**config.mk**
```make
export PLATFORM = sky130hd
export DESIGN_NAME = kronos_fetch_redirect
export DESIGN_NICKNAME = d
export VERILOG_FILES = /design/src/rtl/kronos_fetch_redirect.sv
export SDC_FILE = /design/constraint.sdc
export NUM_CORES = 1
export LEC_CHECK = 0
export ABC_AREA = 1
export BUFFER_PORTS_ARGS = -buffer_cell sky130_fd_sc_hd__buf_2
export CORE_ASPECT_RATIO = 0.6
export CORE_MARGIN = 8
export CORE_UTILIZATION = 49
export CTS_BUF_LIST = sky130_fd_sc_hd__clkbuf_16
export DETAILED_ROUTE_END_ITERATION = 16
export PLACE_DENSITY = 0.72
export SYNTH_ARGS = -nofsm -noshare
export SYNTH_HDL_FRONTEND = slang
export SYNTH_SLANG_ARGS = --single-unit
```
**constraint.sdc**
```tcl
create_clock -name clk -period 11 [get_ports clk]
set_clock_uncertainty 0.15 [all_clocks]
set_input_delay 2.2 -clock clk [delete_from_list [all_inputs] [get_ports clk]]
set_output_delay 2.2 -clock clk [all_outputs]
set_load 0.1 [all_outputs]
```
**src/rtl/kronos_fetch_redirect.sv**
```systemverilog
// kronos_fetch_redirect
//   Instruction-fetch front end. It issues sequential fetches on a req/ack
//   instruction bus and presents {pc, ir} to decode with a valid/ready
//   handshake. A 1-entry skid buffer absorbs decode back-pressure. A taken
//   branch from execute flushes the buffered words and any in-flight fetch,
//   then restarts fetching at the branch target.
//
//   Optional feature macro: KRONOS_FETCH_ALIGN_CHECK_EN
//     When it is defined, a branch to a non-word-aligned target raises
//     fetch_misalign and idles the fetch unit until an aligned branch arrives.
//     When it is undefined, the low two target bits are ignored.
//
//   Ports
//     clk, rst        core clock; asynchronous active-high reset
//     instr_addr/req  fetch address and request, held until instr_ack
//     instr_data/ack  fetched word and completion strobe
//     fetch_pc/ir/vld instruction presented to decode
//     fetch_rdy       decode accepts when fetch_vld & fetch_rdy
//     branch          one-cycle taken-branch/jump pulse from execute
//     branch_target   redirect PC, sampled while branch=1
//     fetch_misalign  misaligned-target flag (feature macro only)

module kronos_fetch_redirect #(
  parameter logic [31:0] BOOT_ADDR = 32'h0
) (
  input  logic        clk,
  input  logic        rst,
  output logic [31:0] instr_addr,
  output logic        instr_req,
  input  logic [31:0] instr_data,
  input  logic        instr_ack,
  output logic [31:0] fetch_pc,
  output logic [31:0] fetch_ir,
  output logic        fetch_vld,
  input  logic        fetch_rdy,
  input  logic        branch,
  input  logic [31:0] branch_target
`ifdef KRONOS_FETCH_ALIGN_CHECK_EN
  ,
  output logic        fetch_misalign
`endif
);

  localparam logic [31:0] NOP = 32'h0000_0013;

  typedef enum logic [2:0] {
    ST_INIT,
    ST_FETCH,
    ST_STALL,
    ST_DISCARD,
    ST_IDLE
  } state_e;

  state_e      state_q,   state_d;
  logic        req_q,     req_d;
  logic [31:0] addr_q,    addr_d;
  logic        vld_q,     vld_d;
  logic [31:0] pc_q,      pc_d;
  logic [31:0] ir_q,      ir_d;
  logic        skid_vld_q, skid_vld_d;
  logic [31:0] skid_pc_q, skid_pc_d;
  logic [31:0] skid_ir_q, skid_ir_d;
  logic [31:0] target_q,  target_d;

  logic [31:0] tgt;
  logic        br_misaligned;
  logic        acked;

`ifdef KRONOS_FETCH_ALIGN_CHECK_EN
  logic        misalign_q, misalign_d;

  assign tgt           = branch_target;
  assign br_misaligned = |branch_target[1:0];
`else
  assign tgt           = branch_target & ~32'h3;
  assign br_misaligned = 1'b0;
`endif

  assign acked = req_q & instr_ack;

  always_comb begin
    state_d    = state_q;
    req_d      = req_q;
    addr_d     = addr_q;
    vld_d      = vld_q;
    pc_d       = pc_q;
    ir_d       = ir_q;
    skid_vld_d = skid_vld_q;
    skid_pc_d  = skid_pc_q;
    skid_ir_d  = skid_ir_q;
    target_d   = target_q;
`ifdef KRONOS_FETCH_ALIGN_CHECK_EN
    misalign_d = misalign_q;
`endif

    // Output drains whenever decode takes it and nothing replaces it below.
    if (vld_q && fetch_rdy) vld_d = 1'b0;

    if (state_q == ST_INIT) begin
      // Leaving reset: a branch here replaces the boot fetch entirely.
      state_d = ST_FETCH;
      req_d   = 1'b1;
      addr_d  = BOOT_ADDR;
      if (branch) begin
        target_d = tgt;
        addr_d   = tgt;
        if (br_misaligned) begin
          state_d = ST_IDLE;
          req_d   = 1'b0;
        end
`ifdef KRONOS_FETCH_ALIGN_CHECK_EN
        misalign_d = br_misaligned;
`endif
      end
    end else if (branch) begin
      vld_d      = 1'b0;
      skid_vld_d = 1'b0;
      target_d   = tgt;
`ifdef KRONOS_FETCH_ALIGN_CHECK_EN
      misalign_d = br_misaligned;
`endif
      if (br_misaligned) begin
        state_d = ST_IDLE;
        req_d   = 1'b0;
      end else if (req_q && !instr_ack) begin
        // Outstanding request must complete with address unchanged; its
        // data is thrown away. A repeat branch here just moves the target.
        state_d = ST_DISCARD;
      end else begin
        state_d = ST_FETCH;
        req_d   = 1'b1;
        addr_d  = tgt;
      end
    end else begin
      unique case (state_q)
        ST_FETCH: begin
          if (acked) begin
            addr_d = addr_q + 32'd4;
            if (!vld_q || fetch_rdy) begin
              vld_d = 1'b1;
              pc_d  = addr_q;
              ir_d  = instr_data;
            end else begin
              // Skid is always empty in FETCH: it only fills on the way into
              // STALL and drains on the way out.
              skid_vld_d = 1'b1;
              skid_pc_d  = addr_q;
              skid_ir_d  = instr_data;
              req_d      = 1'b0;
              state_d    = ST_STALL;
            end
          end
        end
        ST_STALL: begin
          if (fetch_rdy) begin
            vld_d      = 1'b1;
            pc_d       = skid_pc_q;
            ir_d       = skid_ir_q;
            skid_vld_d = 1'b0;
            req_d      = 1'b1;
            state_d    = ST_FETCH;
          end
        end
        ST_DISCARD: begin
          if (acked) begin
            addr_d  = target_q;
            state_d = ST_FETCH;
          end
        end
        default: ;
      endcase
    end
  end

  always_ff @(posedge clk or posedge rst) begin
    if (rst) begin
      state_q    <= ST_INIT;
      req_q      <= 1'b0;
      addr_q     <= BOOT_ADDR;
      vld_q      <= 1'b0;
      pc_q       <= BOOT_ADDR;
      ir_q       <= NOP;
      skid_vld_q <= 1'b0;
      skid_pc_q  <= '0;
      skid_ir_q  <= '0;
      target_q   <= '0;
`ifdef KRONOS_FETCH_ALIGN_CHECK_EN
      misalign_q <= 1'b0;
`endif
    end else begin
      state_q    <= state_d;
      req_q      <= req_d;
      addr_q     <= addr_d;
      vld_q      <= vld_d;
      pc_q       <= pc_d;
      ir_q       <= ir_d;
      skid_vld_q <= skid_vld_d;
      skid_pc_q  <= skid_pc_d;
      skid_ir_q  <= skid_ir_d;
      target_q   <= target_d;
`ifdef KRONOS_FETCH_ALIGN_CHECK_EN
      misalign_q <= misalign_d;
`endif
    end
  end

  assign instr_addr = addr_q;
  assign instr_req  = req_q;
  assign fetch_pc   = pc_q;
  assign fetch_ir   = ir_q;
  assign fetch_vld  = vld_q;
`ifdef KRONOS_FETCH_ALIGN_CHECK_EN
  assign fetch_misalign = misalign_q;
`endif

endmodule

```
==> reports/qor.yml <==
timing:
  fin_crit_sh_pct: 44.0
  relSlewSlack_pct: 29.7
  period_needed_ns: 4.84
  worstMarginPinSlew_ns: 1.05
  tns_ns: 0
  hold_viol: 0
  final-setup-viol-count: 0
  slew_violations: 0
  rsz0062_at_grt: "no"
  fmax_ghz: 0.207
yosys:
  synth_xor_area_share_pct: 0.478
  synthMuxAreaShare_pct: 0
  synth_cell_type_count: 24
  synth_top_area_share_pct: 50.6
  ys_seq_elements: 188
  yosysSeqAreaShare_pct: 51.4
  synth_top_cell_by_area: "dfrtp_1"
  syn_area_per_cell_sq_um: 7.93
  syn_area_sq_mm: 0.00916
  ys_warn_count: 0
  synth_compound_area_share_pct: 20.1
  yosys.area_share.simple_pct: 19.0
  synth-adder-area-share_pct: 1.09
  syn_inst: 1154
  synth_area_leaders: "dfrtp_1 51%, nand2_1 11%, a21oi_1 7.1%, o21ai_0 6.5%, nor2_1 5.4%"
  synth_top_family_by_area: "compound AO/OA/AOI/OAI gates"
final_layout:
  layout-drive-gt1-share_pct: 16.1
  area_growth_pct: 16.3
  fill_cells: 1667
  fin_nets: 1353
  multi_input_area_sq_mm: 0.00375
  seqCellArea_sq_mm: 0.00471
  antenna_cells: 0
status:
  outcome: "finished clean"
routing:
  wl_per_cell_um: 15.5
  postRouteAntennaNets: 0
  via_count: 7970
  drt_iter0_markers: 698
  via_per_inst: 5.21
  drc: 0
  first_pass_iters: 6
  postRouteWirelength_mm: 23.7
grt:
  grt_pass1_wl_mm: 39.3
  antenna_found_initial: 0
  grt_use_total_pct: 20.9
  grt_overflow: 0
  grt_start_max_net_pins: 138
  grt_pass1_vias: 7517
worst_setup_path:
  ff2ff_setup_slack_ns: 7.40
  cp-start-kind: "primary input"
  reg2reg_from: "state_q[1]$_DFFE_PP0P_"
  startpoint: "branch"
  arrival_ns: 5.05
  critical_path_peak_fanout: 85
  r2r_cells: 9
  crit_type: "primary input to register"
  required_ns: 11.21
  worst_setup_path_end_kind: "register"
  r2r-end: "instr_addr[2]$_DFFE_PP0P_"
floorplan:
  die_y_um: 122
  core.rowCount: 38
  core-area_sq_mm: 0.0182
  die_x_um: 192
  start_util_pct: 50.3
  fp.dieArea_sq_mm: 0.0235
  io-pin-count: 167
job:
  max-cap-violations: 0
clock_tree:
  cts_tree: "built"
  cts_hold_buf: 0
  postCtsSetupBuffers: 0
  cts.repair.resized: 0
  clockBufferDepth: 2
  root_buffer: "clkbuf_16"
  clk_pin_slew_ns: 0.08
  htreeDepth: 4
  clk_latency_ns: 0.43
  cts_sinks: 188
  cts_made_buffers: 17
place:
  gp_congestion: 0.918
  dpl.hpwl_mm: 16.6
  io_buffers: 160
hold_path:
  min_from: "target_q[2]$_DFFE_PP0P_"
  hold_end: "target_q[2]$_DFFE_PP0P_"
  hp-class: "register to register"
  hold_path_depth: 2
## worst max-delay path, stage by stage
cell and delay [ns]:
buf_2 0.09, buf_4 0.32, nor2_2 0.32, inv_2 0.33
nor4_4 0.33, buf_4 0.47, buf_4 0.65, nor2_1 0.10
a21oi_1 0.14
## sequential cells by signal (all words and copies together), names as in the netlist
name / flops
fetch_vld: 1
skid_ir_q: 32
instr_addr: 30
state_q: 2
instr_req: 1
target_q: 30
fetch_ir: 32
fetch_pc: 30
skid_pc_q: 30
## routing by layer
metal	vias to the layer above	share of wire [%]	track usage, %
li1	3973	-	-
met1	3715	48	31.1
met2	267	42	29.8
met3	15	8.8	5.76
met4	0	0.65	4.42
met5	-	0	0
## cell families (layout without fill, tap and decap cells)
| family | Yosys count | count (layout) |
|---|---|---|
| and+or+nand+nor | 442 | 442 |
| adders and majority gates | 8 | 8 |
| AOI/OAI and AO/OA | 329 | 329 |
| buffers and inverters | 181 | 313 |
| other | 1 | 4 |
| DFF | 188 | 188 |
| xor gates and xnor gates | 5 | 5 |
## layout by cell type (no fill, tap or decap), types with 2 or more instances in the layout
master,Yosys,routed
nand2_1,262,262
dfrtp_1,185,185
buf_2,19,160
nor2_1,131,131
a21oi_1,129,129
o21ai_0,119,119
inv_1,110,111
o21a_1,62,62
nand3_1,43,43
clkbuf_16,0,17
a22oi_1,9,9
a31oi_1,8,8
buf_4,4,8
ha_1,8,7
xor2_1,5,5
clkinvlp_4,0,5
conb_1,1,4
nand4_1,3,3
bufinv_16,0,3
inv_6,0,3
dfstp_2,3,3
nor2_2,2,2
inv_2,2,2
o211ai_1,2,2
clkinv_1,1,2
## worst max path at each step
stage	endpoint	depth (start not counted)
after floorplan	fetch_ir[10]$_DFFE_PP0P_	1
after global placement	fetch_ir[14]$_DFFE_PP0P_	8
after detailed placement	fetch_ir[29]$_DFFE_PP0P_	8
after CTS	fetch_pc[26]$_DFFE_PP0P_	9
after global routing	fetch_pc[22]$_DFFE_PP0P_	9
final	fetch_pc[16]$_DFFE_PP0P_	9
## Yosys cell counts
library cell  instances
a31oi_1               8
nand2_1             262
nor2_2                2
inv_2                 2
a22oi_1               9
o21a_1               62
ha_1                  8
buf_1                 7
nand4_1               3
inv_1               110
dfstp_2               3
nand3_1              43
o211ai_1              2
nor2_1              131
nor4_4                1
buf_4                 4
o21ai_0             119
conb_1                1
clkinv_1              1
a21oi_1             129
dfrtp_1             185
buf_2                19
xor2_1                5
clkbuf_1             38
## stage by stage
stage	hold slack [ns]	utilization [%]	worst slack [ns]	cells	cell area (sq um)
finish	0.322	58.5	6.16	1529	10700
global route	0.333	58.5	5.83	1529	10700
CTS	0.322	58.5	6.17	1529	10700
detailed placement	0.308	55.2	5.73	1497	10100
global placement	0.304	55.2	5.79	1497	10100
floorplan	0.287	-	3.54	1157	9170
## cell type report
type                            count  area share [%]
Timing Repair Buffer              168            8.08
Sequential cell                   188            44.2
Clock buffer                       17            3.99
Multi-Input combinational cell    788            35.2
Inverter                          113            4.05
Clock inverter                     15            1.60
Tap cell                          240            2.82
Power is left out: the tool's default activity adds up to more than one toggle a clock period on the data nets, which glitch-free logic cannot reach.
